[config.mk]
export PLATFORM = sky130hd
export DESIGN_NAME = pipeline_width_reducer_flat
export DESIGN_NICKNAME = d
export VERILOG_FILES = /design/src/rtl/pipeline_width_reducer_if.sv /design/src/rtl/pipeline_width_reducer.sv /design/src/flat_wrapper.sv
export SDC_FILE = /design/constraint.sdc
export NUM_CORES = 1
export LEC_CHECK = 0
export BUFFER_PORTS_ARGS = -buffer_cell sky130_fd_sc_hd__buf_2
export CORE_AREA = 4 4 41 43
export CTS_BUF_LIST = sky130_fd_sc_hd__clkbuf_16
export CTS_CLUSTER_DIAMETER = 100
export DETAILED_ROUTE_END_ITERATION = 6
export DIE_AREA = 0 0 45 47
export PLACE_DENSITY = 0.43
export SLEW_MARGIN = 25
export SYNTH_ARGS = -nofsm -noshare
export SYNTH_HDL_FRONTEND = slang
export SYNTH_SLANG_ARGS = --single-unit
[constraint.sdc]
create_clock -name clock -period 2.7 [get_ports clock]
set_input_delay 0.27 -clock clock [delete_from_list [all_inputs] [get_ports clock]]
set_output_delay 0.27 -clock clock [all_outputs]
set_load 0.05 [all_outputs]
[src/rtl/pipeline_width_reducer_if.sv]
// Handshake bundle for pipeline_width_reducer: wide upstream port plus narrow downstream port.
// output_last exists only when PIPELINE_WIDTH_REDUCER_LAST_EN is defined.
interface pipeline_width_reducer_if #(
  parameter int NARROW_WIDTH = 0,
  parameter int RATIO        = 0
);
  logic                            input_valid;
  logic                            input_ready;
  logic [NARROW_WIDTH*RATIO-1:0]   input_data;
  logic                            output_valid;
  logic                            output_ready;
  logic [NARROW_WIDTH-1:0]         output_data;
`ifdef PIPELINE_WIDTH_REDUCER_LAST_EN
  logic                            output_last;
`endif

  modport master (
`ifdef PIPELINE_WIDTH_REDUCER_LAST_EN
    input  output_last,
`endif
    output input_valid, input_data, output_ready,
    input  input_ready, output_valid, output_data
  );

  modport slave (
`ifdef PIPELINE_WIDTH_REDUCER_LAST_EN
    output output_last,
`endif
    input  input_valid, input_data, output_ready,
    output input_ready, output_valid, output_data
  );
endinterface

[src/rtl/pipeline_width_reducer.sv]
// Ready/valid wide-to-narrow serializer, LSB slice first, registered output, no bubbles.
// Optional output_last beat marker enabled by PIPELINE_WIDTH_REDUCER_LAST_EN.
module pipeline_width_reducer #(
  parameter int NARROW_WIDTH = 0,
  parameter int RATIO        = 0,
  parameter int WIDE_WIDTH   = NARROW_WIDTH * RATIO
) (
  input  logic                          clock,
  input  logic                          clear,
  pipeline_width_reducer_if.slave       bus
);
  localparam int CNT_W = (RATIO > 1) ? $clog2(RATIO) : 1;
  localparam logic [CNT_W-1:0] LAST_CNT = CNT_W'(RATIO - 1);

  logic [WIDE_WIDTH-1:0] data_q, data_d;
  logic [CNT_W-1:0]      cnt_q, cnt_d;
  logic                  busy_q, busy_d;
  logic                  last_beat, in_rdy, in_fire, out_fire;

  always_comb begin
    data_d    = data_q;
    cnt_d     = cnt_q;
    busy_d    = busy_q;
    last_beat = (cnt_q == LAST_CNT);
    // Only the final beat lets output_ready reach input_ready, allowing a same-cycle reload.
    in_rdy    = !clear && (!busy_q || (bus.output_ready && last_beat));
    in_fire   = bus.input_valid && in_rdy;
    out_fire  = busy_q && bus.output_ready;

    if (in_fire) begin
      data_d = bus.input_data;
      cnt_d  = '0;
      busy_d = 1'b1;
    end else if (out_fire) begin
      if (!last_beat) begin
        data_d = data_q >> NARROW_WIDTH;
        cnt_d  = cnt_q + CNT_W'(1);
      end else begin
        busy_d = 1'b0;
        cnt_d  = '0;
      end
    end
  end

  always_ff @(posedge clock) begin
    if (clear) begin
      data_q <= '0;
      cnt_q  <= '0;
      busy_q <= 1'b0;
    end else begin
      data_q <= data_d;
      cnt_q  <= cnt_d;
      busy_q <= busy_d;
    end
  end

  assign bus.input_ready  = in_rdy;
  assign bus.output_valid = busy_q;
  assign bus.output_data  = data_q[NARROW_WIDTH-1:0];

`ifdef PIPELINE_WIDTH_REDUCER_LAST_EN
  logic last_q, last_d;

  always_comb begin
    last_d = busy_d && (cnt_d == LAST_CNT);
  end

  always_ff @(posedge clock) begin
    if (clear) last_q <= 1'b0;
    else       last_q <= last_d;
  end

  assign bus.output_last = last_q;
`endif
endmodule
[src/flat_wrapper.sv]
// flat-port wrapper written by rule: the top's interface ports become plain ports
module pipeline_width_reducer_flat 
#(
  parameter int NARROW_WIDTH = 0,
  parameter int RATIO        = 0,
  parameter int WIDE_WIDTH   = NARROW_WIDTH * RATIO
)
  (clock, clear, bus_input_valid, bus_input_data, bus_output_ready, bus_input_ready, bus_output_valid, bus_output_data);
  pipeline_width_reducer_if #(.NARROW_WIDTH(NARROW_WIDTH), .RATIO(RATIO)) bus_i ();
  input  logic clock;
  input  logic clear;
  input wire logic [$bits(bus_i.input_valid)-1:0] bus_input_valid;
  input wire logic [$bits(bus_i.input_data)-1:0] bus_input_data;
  input wire logic [$bits(bus_i.output_ready)-1:0] bus_output_ready;
  output wire logic [$bits(bus_i.input_ready)-1:0] bus_input_ready;
  output wire logic [$bits(bus_i.output_valid)-1:0] bus_output_valid;
  output wire logic [$bits(bus_i.output_data)-1:0] bus_output_data;
  assign bus_i.input_valid = bus_input_valid;
  assign bus_i.input_data = bus_input_data;
  assign bus_i.output_ready = bus_output_ready;
  assign bus_input_ready = bus_i.input_ready;
  assign bus_output_valid = bus_i.output_valid;
  assign bus_output_data = bus_i.output_data;
  pipeline_width_reducer #(.NARROW_WIDTH(NARROW_WIDTH), .RATIO(RATIO), .WIDE_WIDTH(WIDE_WIDTH)) u_core (.clock(clock), .clear(clear), .bus(bus_i));
endmodule
==> flow_summary.toml <==
[power_and_ir_drop]
power.total_uw = 334
vdd_ir_drop_max_v = 0.000195
power_leakage_uw = 0.000157
powerDensity_nw_per_um2 = 1030

[global_routing]
grt_max_degree = 7
grt_pass1_wl_um = 648
grt_overflow = 0
gr-usage-all-layers = 0.0505
antenna_found_initial = 0
grt_pass1_vias = 158

[layout]
syn_to_final_growth_pct = 74.5
stdcell_count = 44
layout_commonest_cell = "buf_2"
final_cell_mix = "9 x buf_2, 4 x dfxtp_1, 3 x nor2_1, 3 x clkbuf_16"
seq_area_um2 = 80.1
multi_input_area_um2 = 106
n_antenna_cell = 0
fin_nets = 37
drive_above_1_share = 0.483
nFillCells = 148

[synthesis]
synthCells = 17
syn_area_um2 = 186
ys_seq_area_frac = 0.430
yosysWarningCount = 0
synth_cell_types = 10
synth_nets = 23
syn_area_per_cell_um2 = 11.0
ys_ff_latch = 4

[hold_path]
hold_class = "input port to register"

[timing]
finalHoldViolations = 0
setup_viol = 0
fin_skew_ns = 0.000185
final.setup.tns_ns = 0
rsz0062_at_grt = "no"
period_share = 0.499
max_freq_mhz = 742
relSlewSlack = 0.833
slew_viol_final = 0
fin_ws_ns = 1.35
layout_min_cycle_time_ns = 1.35
tightest_slew_ns = 0.252

[place]
globalplace.congestion = 0.566
dp.cells = 41
io_buffers = 9
dp_hpwl_um = 301
pre_cts_ws_ns = 1.53

[floorplan]
start_util = 0.143
core_um2 = 1300
die_y_um = 47
die_w_um = 45
pin_count = 10
rows = 13
die_area_um2 = 2120

[clocking]
cts_buffers = 3
path_clk_slew_ns = 0.03
cts_tree = "built"
ctsResizeCount = 0
cts_sinks = 4
clock_path_buffers = 2
hold_buffers = 0
root_buffer = "clkbuf_16"
htreeDepth = 1
worst_skew_pair.late_latency_ns = 0.22
post-cts-setup-buffers = 0

[job]
drv_cap = 0

[drt]
wl_um = 402
antenna_left = 0
first_pass_iters = 2
num_vias = 155
drc = 0
avgViaCountPerCell = 3.52
routedWlPerCell_um = 9.14
drt_iter0_drc = 2

[worst_setup_path]
worstPathMaxFanout = 4
critPathLaunchType = "register"
worstSetupPathType = "register to primary output"
cp-end-kind = "primary output"
worstPathArrival_ns = 1.08
critical_path_required_ns = 2.43

[outcome]
status = "finished, final reports clean"
[cell usage after synthesis]
| cell | number | share of area |
|---|---|---|
| a21boi_4 | 1 | 0.10 |
| a21oi_1 | 1 | 0.027 |
| and2b_1 | 2 | 0.081 |
| dfxtp_1 | 4 | 0.43 |
| mux2_1 | 2 | 0.12 |
| mux2i_1 | 1 | 0.054 |
| nand2_1 | 1 | 0.020 |
| nand3b_1 | 1 | 0.040 |
| nor2_1 | 3 | 0.060 |
| nor3b_2 | 1 | 0.067 |
[power breakdown]
group,switching [µW],total [µW],internal (µW),leakage [µW]
registers,3.03,66.7,63.7,0.0000330
logic,23.7,36.5,12.7,0.0000872
clock network,41.3,231,189,0.0000370
[stage by stage]
stage               hold slack, ns  cell area [µm²]   util
floorplan                    0.339              186      -
global placement             0.480              250  0.192
detailed placement           0.493              250  0.192
CTS                          0.263              325  0.250
global route                 0.274              325  0.250
finish                       0.264              325  0.250
[per-layer routing]
metal  up-vias  wire length (µm)  track usage
met1        64               209       0.0567
met2         9               138       0.0508
met3         0                54       0.0345
li1         82                 -            -
met5         -                 0            0
met4         0                 0       0.0702
[area by class of cell]
type | count | share of cell area
tap | 15 | 0.0577
multi-input combinational | 13 | 0.327
sequential | 4 | 0.246
timing repair buffer | 9 | 0.138
clock buffer | 3 | 0.231
[worst paths after layout]
kind                                               from                    endpoint  slack (ns)  depth (start not counted)
worst max register to register  u_core.bus.output_valid  u_core.bus.output_data[-1]        1.54                          3
worst max-delay path            u_core.bus.output_valid             bus_input_ready        1.35                          3
worst min-delay path                  bus_input_data[0]   u_core.bus.output_data[0]        0.26                          2
worst min register to register             u_core.cnt_q                u_core.cnt_q        0.50                          2
[flip-flops by register name (all words and copies together) (netlist names)]
register,flops
u_core.bus.output_data[-1],1
u_core.bus.output_data,1
u_core.cnt_q,1
u_core.bus.output_valid,1
[logic make-up after synthesis]
| kind of cell | after synthesis | share of synthesized area |
|---|---|---|
| multiplexers | 3 | 0.174 |
| AND/OR/NAND/NOR | 8 | 0.268 |
| flip-flops | 4 | 0.430 |
| AO/OA/AOI/OAI | 2 | 0.128 |
[worst max-delay path, stage by stage, from the launching register on]
cell	delay, ns
dfxtp_1	0.37
a21boi_4	0.22
nor2_1	0.05
buf_2	0.21
No activity file was read; power rests on OpenSTA's default activity.
